### src/rtl/instr_decode.sv
// PDP-8 fetch/decode front end: fetches, resolves one level of indirection and
// presents one opcode at a time to instr_exec. Optional macro: AUTO_INDEX_EN.
package instr_decode_pkg;
  typedef struct packed {
    logic        AND;
    logic        TAD;
    logic        ISZ;
    logic        DCA;
    logic        JMS;
    logic        JMP;
    logic [11:0] mem_inst_addr;
  } pdp_mem_opcode_s;

  typedef struct packed {
    logic NOP, IAC, RAL, RTL, RAR, RTR, CML, CMA, CIA, CLL, CLA1, CLA_CLL;
    logic HLT, OSR, SKP, SNL, SZL, SZA, SNA, SMA, SPA, CLA2;
  } pdp_op7_opcode_s;

  localparam logic [11:0] OP7_IAC = 12'o7001, OP7_RAL = 12'o7004, OP7_RTL = 12'o7006;
  localparam logic [11:0] OP7_RAR = 12'o7010, OP7_RTR = 12'o7012, OP7_CML = 12'o7020;
  localparam logic [11:0] OP7_CMA = 12'o7040, OP7_CIA = 12'o7041, OP7_CLL = 12'o7100;
  localparam logic [11:0] OP7_CLA1 = 12'o7200, OP7_CLA_CLL = 12'o7300, OP7_HLT = 12'o7402;
  localparam logic [11:0] OP7_OSR = 12'o7404, OP7_SKP = 12'o7410, OP7_SNL = 12'o7420;
  localparam logic [11:0] OP7_SZL = 12'o7430, OP7_SZA = 12'o7440, OP7_SNA = 12'o7450;
  localparam logic [11:0] OP7_SMA = 12'o7500, OP7_SPA = 12'o7510, OP7_CLA2 = 12'o7600;
endpackage

module instr_decode
  import instr_decode_pkg::*;
#(
  parameter int unsigned RD_LATENCY = 1,
  parameter logic [11:0] START_ADDR = 12'o0200
) (
  input  logic            clk,
  input  logic            reset_n,
  input  logic [11:0]     base_addr,
  input  logic [11:0]     PC_value,
  input  logic            stall,
  output logic            ifu_rd_req,
  output logic [11:0]     ifu_rd_addr,
  input  logic [11:0]     ifu_rd_data,
`ifdef AUTO_INDEX_EN
  output logic            ifu_wr_req,
  output logic [11:0]     ifu_wr_addr,
  output logic [11:0]     ifu_wr_data,
`endif
  output pdp_mem_opcode_s pdp_mem_opcode,
  output pdp_op7_opcode_s pdp_op7_opcode
);

  typedef enum logic [3:0] {
    IDLE, FETCH, WAIT_F, DECODE, IND_RD, WAIT_I,
`ifdef AUTO_INDEX_EN
    AI_WR,
`endif
    ISSUE, DONE
  } state_e;

  localparam logic [2:0] LAT_LAST = 3'(RD_LATENCY - 1);

  state_e          r_state, w_next;
  logic [11:0]     r_pc, r_ir, r_ea;
  logic [2:0]      r_cnt;
  pdp_mem_opcode_s r_mem;
  pdp_op7_opcode_s r_op7;
  logic            w_rd_done, w_is_mem;
  logic [2:0]      w_opc;
  logic [11:0]     w_ea;
`ifdef AUTO_INDEX_EN
  logic [11:0]     r_ptr;
  logic            w_auto;
  assign w_auto = (r_ea[11:3] == 9'o001);
`endif

  function automatic pdp_mem_opcode_s mem_issue(input logic [2:0] opc, input logic [11:0] addr);
    pdp_mem_opcode_s m;
    m = '0;
    m.mem_inst_addr = addr;
    case (opc)
      3'd0:    m.AND = 1'b1;
      3'd1:    m.TAD = 1'b1;
      3'd2:    m.ISZ = 1'b1;
      3'd3:    m.DCA = 1'b1;
      3'd4:    m.JMS = 1'b1;
      3'd5:    m.JMP = 1'b1;
      default: ;
    endcase
    return m;
  endfunction

  // IOT, group-3 and any word not matching an exact encoding decode as NOP.
  function automatic pdp_op7_opcode_s decode_op7(input logic [11:0] ir);
    pdp_op7_opcode_s o;
    o = '0;
    case (ir)
      OP7_IAC:     o.IAC = 1'b1;
      OP7_RAL:     o.RAL = 1'b1;
      OP7_RTL:     o.RTL = 1'b1;
      OP7_RAR:     o.RAR = 1'b1;
      OP7_RTR:     o.RTR = 1'b1;
      OP7_CML:     o.CML = 1'b1;
      OP7_CMA:     o.CMA = 1'b1;
      OP7_CIA:     o.CIA = 1'b1;
      OP7_CLL:     o.CLL = 1'b1;
      OP7_CLA1:    o.CLA1 = 1'b1;
      OP7_CLA_CLL: o.CLA_CLL = 1'b1;
      OP7_HLT:     o.HLT = 1'b1;
      OP7_OSR:     o.OSR = 1'b1;
      OP7_SKP:     o.SKP = 1'b1;
      OP7_SNL:     o.SNL = 1'b1;
      OP7_SZL:     o.SZL = 1'b1;
      OP7_SZA:     o.SZA = 1'b1;
      OP7_SNA:     o.SNA = 1'b1;
      OP7_SMA:     o.SMA = 1'b1;
      OP7_SPA:     o.SPA = 1'b1;
      OP7_CLA2:    o.CLA2 = 1'b1;
      default:     o.NOP = 1'b1;
    endcase
    return o;
  endfunction

  assign w_rd_done = (r_cnt == LAT_LAST);
  assign w_opc     = r_ir[11:9];
  assign w_is_mem  = !(r_ir[11] && r_ir[10]);
  assign w_ea      = r_ir[7] ? {r_pc[11:7], r_ir[6:0]} : {5'b0, r_ir[6:0]};

  always_ff @(posedge clk) begin
    if (!reset_n) r_state <= IDLE;
    else          r_state <= w_next;
  end

  always_comb begin
    w_next = r_state;
    unique case (r_state)
      IDLE:    w_next = FETCH;
      FETCH:   w_next = WAIT_F;
      WAIT_F:  if (w_rd_done) w_next = DECODE;
      DECODE:  w_next = (w_is_mem && r_ir[8]) ? IND_RD : ISSUE;
      IND_RD:  w_next = WAIT_I;
`ifdef AUTO_INDEX_EN
      WAIT_I:  if (w_rd_done) w_next = w_auto ? AI_WR : ISSUE;
      AI_WR:   w_next = ISSUE;
`else
      WAIT_I:  if (w_rd_done) w_next = ISSUE;
`endif
      ISSUE:   if (stall) w_next = DONE;
      DONE:    if (!stall) w_next = FETCH;
      default: w_next = IDLE;
    endcase
  end

  always_comb begin
    ifu_rd_req  = 1'b0;
    ifu_rd_addr = '0;
`ifdef AUTO_INDEX_EN
    ifu_wr_req  = 1'b0;
    ifu_wr_addr = '0;
    ifu_wr_data = '0;
`endif
    case (r_state)
      FETCH: begin
        ifu_rd_req  = 1'b1;
        ifu_rd_addr = r_pc;
      end
      IND_RD: begin
        ifu_rd_req  = 1'b1;
        ifu_rd_addr = r_ea;
      end
`ifdef AUTO_INDEX_EN
      AI_WR: begin
        ifu_wr_req  = 1'b1;
        ifu_wr_addr = r_ea;
        ifu_wr_data = r_ptr + 12'd1;
      end
`endif
      default: ;
    endcase
  end

  assign pdp_mem_opcode = r_mem;
  assign pdp_op7_opcode = r_op7;

  // Opcode fields load only on the transition into ISSUE, so nothing is visible mid-fetch.
  always_ff @(posedge clk) begin
    if (!reset_n) begin
      r_pc  <= (base_addr == '0) ? START_ADDR : base_addr;
      r_ir  <= '0;
      r_ea  <= '0;
      r_cnt <= '0;
      r_mem <= '0;
      r_op7 <= '0;
`ifdef AUTO_INDEX_EN
      r_ptr <= '0;
`endif
    end else begin
      case (r_state)
        FETCH, IND_RD: r_cnt <= '0;
        WAIT_F: begin
          r_cnt <= r_cnt + 3'd1;
          if (w_rd_done) r_ir <= ifu_rd_data;
        end
        DECODE: begin
          r_ea <= w_ea;
          if (!w_is_mem)    r_op7 <= decode_op7(r_ir);
          else if (!r_ir[8]) r_mem <= mem_issue(w_opc, w_ea);
        end
        WAIT_I: begin
          r_cnt <= r_cnt + 3'd1;
          if (w_rd_done) begin
`ifdef AUTO_INDEX_EN
            r_ptr <= ifu_rd_data;
            if (!w_auto) r_mem <= mem_issue(w_opc, ifu_rd_data);
`else
            r_mem <= mem_issue(w_opc, ifu_rd_data);
`endif
          end
        end
`ifdef AUTO_INDEX_EN
        AI_WR: r_mem <= mem_issue(w_opc, r_ptr + 12'd1);
`endif
        DONE: begin
          if (!stall) begin
            r_mem <= '0;
            r_op7 <= '0;
            r_pc  <= PC_value;
          end
        end
        default: ;
      endcase
    end
  end

endmodule

### config.mk
export PLATFORM = sky130hd
export DESIGN_NAME = instr_decode
export DESIGN_NICKNAME = d
export VERILOG_FILES = /design/src/rtl/instr_decode.sv
export SDC_FILE = /design/constraint.sdc
export NUM_CORES = 1
export LEC_CHECK = 0
export BUFFER_PORTS_ARGS = -buffer_cell sky130_fd_sc_hd__buf_4
export CORE_AREA = 5 5 93 95
export DETAILED_ROUTE_END_ITERATION = 12
export DIE_AREA = 0 0 98 100
export GPL_TIMING_DRIVEN = 1
export HOLD_SLACK_MARGIN = 0.05
export MAX_ROUTING_LAYER = met4
export PLACE_DENSITY_LB_ADDON = 0.12
export SYNTH_ARGS = -nofsm -noshare
export SYNTH_HDL_FRONTEND = slang
export SYNTH_SLANG_ARGS = --single-unit
### constraint.sdc
create_clock -name clk -period 3.6 [get_ports clk]
set_input_delay 0.54 -clock clk [delete_from_list [all_inputs] [get_ports clk]]
set_output_delay 0.54 -clock clk [all_outputs]
set_load 0.05 [all_outputs]
==> run summary <==
Core area -> 0.00765 mm^2
Area Overhead vs Synth -> 18.6%
Setup TNS -> 0 ns
Dpl cells -> 614
CTS buffer count -> 9
Synth async-reset ratio -> 0%
First element of the critical path -> r_state[2]
Top cell type's share of synthesized area -> 33.3%
DP Wirelength -> 7350 um
First-pass GRT wire length -> 17,400 um
Static Leak -> 1.94 nW
Measured slew at the worst slew-check pin -> 1.15 ns
Hold-fix buffers, CTS -> 0
Gr usage total -> 22.2%
Largest net degree at the start of global routing -> 68
CP peak stage delay -> 0.85 ns
Vias in the first global route -> 3,487
Max Clk Rate -> 337 MHz
DRC viols -> 0
R2r setup slk -> 1.00 ns
Initial DRC Count -> 190
Clock Latency Late Sink -> 0.35 ns
Crit path kind -> flip-flop to output port
Initial DRT Pass Iterations -> 5
DR vias -> 3,716
Final Setup Violations -> 0
Post-synthesis register bit count -> 82
Crit share post-route -> 82.4%
Top cells by area, synth -> dfxtp_1, edfxtp_1, nor2_1
CP required -> 3.06 ns
CP Launch Type -> flip-flop
Worst EP arrival -> 2.43 ns
Syn_nets -> 504
Largest area contributor in the netlist -> dfxtp_1
Mean post-synth cell area -> 9.09 um^2
GR Overflow Total -> 0
FP Rows -> 32
I/O pin count -> 92
Max-slew violation count -> 0
WL final -> 10,600 um
Commonest cells post-synth -> nor2_1, dfxtp_1, a21oi_1, nand2_1, a22oi_1
Final Hold Violating Endpoints -> 0
Fin crit period -> 2.97 ns
Most used routing layer -> met2
Vias/cell -> 5.91
Most used DFF post-synth -> dfxtp_1
Reg2Reg Depth -> 6
ANT cells -> 0
Synthesized cell area -> 0.00421 mm^2
Critical Path, Cell by Cell -> nor2b_1 > a22oi_1 > nor2_1 > buf_4
Initial antenna violation count -> 0
Resize count post-CTS -> 0
CTS Buffer Depth -> 2
Initial core utilization -> 55.0%
Synth warn -> 0
Worst Hold Class -> input pin to flip-flop
Die area -> 0.00980 mm^2
Hold_sp -> ifu_rd_data[0]
Sequential fraction of the synthesis area -> 41.9%
Top-count cell post-synth -> nor2_1
Wire per inst -> 16.8 um
H-tree depth -> 3
Clk sinks -> 82
Reg-to-reg endpoint -> pdp_op7_opcode[6]
Proportion of layout cells with a drive suffix above 1 -> 27.9%
Clock skew -> 0.00871 ns
Vert. Die Dim -> 100 um
Fin nets -> 564
Crit-path max FO -> 18
Die width -> 98 um
Hold Path End -> r_ir[0]
Number of synthesized flops with an enable pin -> 12
Power density cells -> 518 mW/mm^2
Maxcap violations -> 0
Unrepaired setup endpoints after global routing -> no
CTS root buf -> clkbuf_8
Cell with the largest stage delay on the worst path -> nor2b_1
Worst flop-to-flop path startpoint -> r_state[1]
Slew headroom -> 23.3%
CTS tree -> yes
Synth Instances -> 463
Number of buffers added on ports -> 91
Met3 Use GR -> 5.42%
Final core utilization -> 65.3%
Distinct cells, synth -> 63
Post-CTS setup buffers -> 0
VDD IR max -> 0.000269 V
GR Util met2 -> 35.2%
Gpl congestion -> 0.894
Clk slew on worst S/H paths -> 0.08 ns
Run status -> complete, no violations
Non-Filler Instances -> 629
Critical Path Sink Type -> output port
GR Util met1 -> 28.9%
Hold path depth -> 3
Antenna Nets Post-Route -> 0
-- registers in the layout (all words and copies together) (netlist names) --
| signal | cells |
|---|---|
| pdp_mem_opcode | 18 |
| pdp_op7_opcode | 22 |
| r_cnt | 3 |
| r_ea | 12 |
| r_ir | 12 |
| r_pc | 12 |
| r_state | 3 |
-- cell type report --
type	count	area, um^2
fill	640	2660
clock inverter	5	77.6
sequential	82	1760
clock buffer	10	128
inverter	7	26.3
timing repair buffer	93	698
multi-input combinational	330	2170
tap	102	128
-- power by group --
part           total, mW  switching, mW  internal, mW
clock network      0.720          0.333         0.387
registers           1.12          0.124         0.992
logic              0.751          0.470         0.282
-- metrics by stage --
step | hold slack (ns) | worst slack [ns] | area, um^2 | total power, mW
floorplan | 0.436 | 1.24 | 4210 | 1.70
global placement | 0.445 | 1.07 | 4790 | 1.87
detailed placement | 0.450 | 1.06 | 4790 | 1.88
CTS | 0.421 | 0.700 | 4990 | 2.59
global route | 0.436 | 0.505 | 4990 | 2.71
finish | 0.429 | 0.633 | 4990 | 2.59
-- cells by family (layout without fill, tap and decap cells) --
| logic type | count (synthesis) | in the layout | share of synthesized area [%] |
|---|---|---|---|
| buffers and inverters | 51 | 115 | 6.51 |
| AOI/OAI and AO/OA | 111 | 111 | 19.0 |
| adders and majority gates | 2 | 2 | 0.594 |
| muxes | 26 | 26 | 6.51 |
| and+or+nand+nor | 189 | 189 | 25.1 |
| DFF | 82 | 82 | 41.9 |
| xor gates and xnor gates | 2 | 2 | 0.416 |
-- worst max-delay path by stage --
| stage | endpoint |
|---|---|
| finish | ifu_rd_addr[11] |
| global route | ifu_rd_addr[9] |
| CTS | ifu_rd_addr[9] |
| detailed placement | pdp_op7_opcode[6] |
| global placement | ifu_rd_addr[1] |
| floorplan | ifu_rd_addr[11] |
-- layer usage --
layer | routed length (um) | vias to the layer above
li1 | - | 1794
met1 | 4770 | 1781
met2 | 5060 | 133
met3 | 613 | 8
met4 | 109 | 0
met5 | 0 | -
-- worst max-delay path, delay by kind of cell, from the launching register on --
| family | cells | cell delay, ns |
|---|---|---|
| buf+inv | 1 | 0.21 |
| flops | 1 | 0.68 |
| compound gates | 1 | 0.16 |
| simple gates | 2 | 1.01 |
-- layout by cell type (no fill, tap or decap), types with 3 or more instances in the layout --
cell type   n
a211oi_1    7
a21oi_1    36
a22oi_1    25
a311oi_2    5
a32oi_1     9
and2b_1     3
buf_4      93
clkbuf_8    9
dfxtp_1    70
edfxtp_1   12
inv_1       6
mux2_2     11
mux2i_1    15
nand2_1    32
nand2b_1    4
nand3_1    16
nand3b_1    6
nand4_1     4
nor2_1     72
nor2b_1     6
nor3_1      6
nor3b_1     8
nor3b_2     3
nor4_1      3
nor4_4      3
o211ai_1    3
o21ai_0     5
o21ai_1     3
Note: power is estimated with default switching activity, not from simulation.
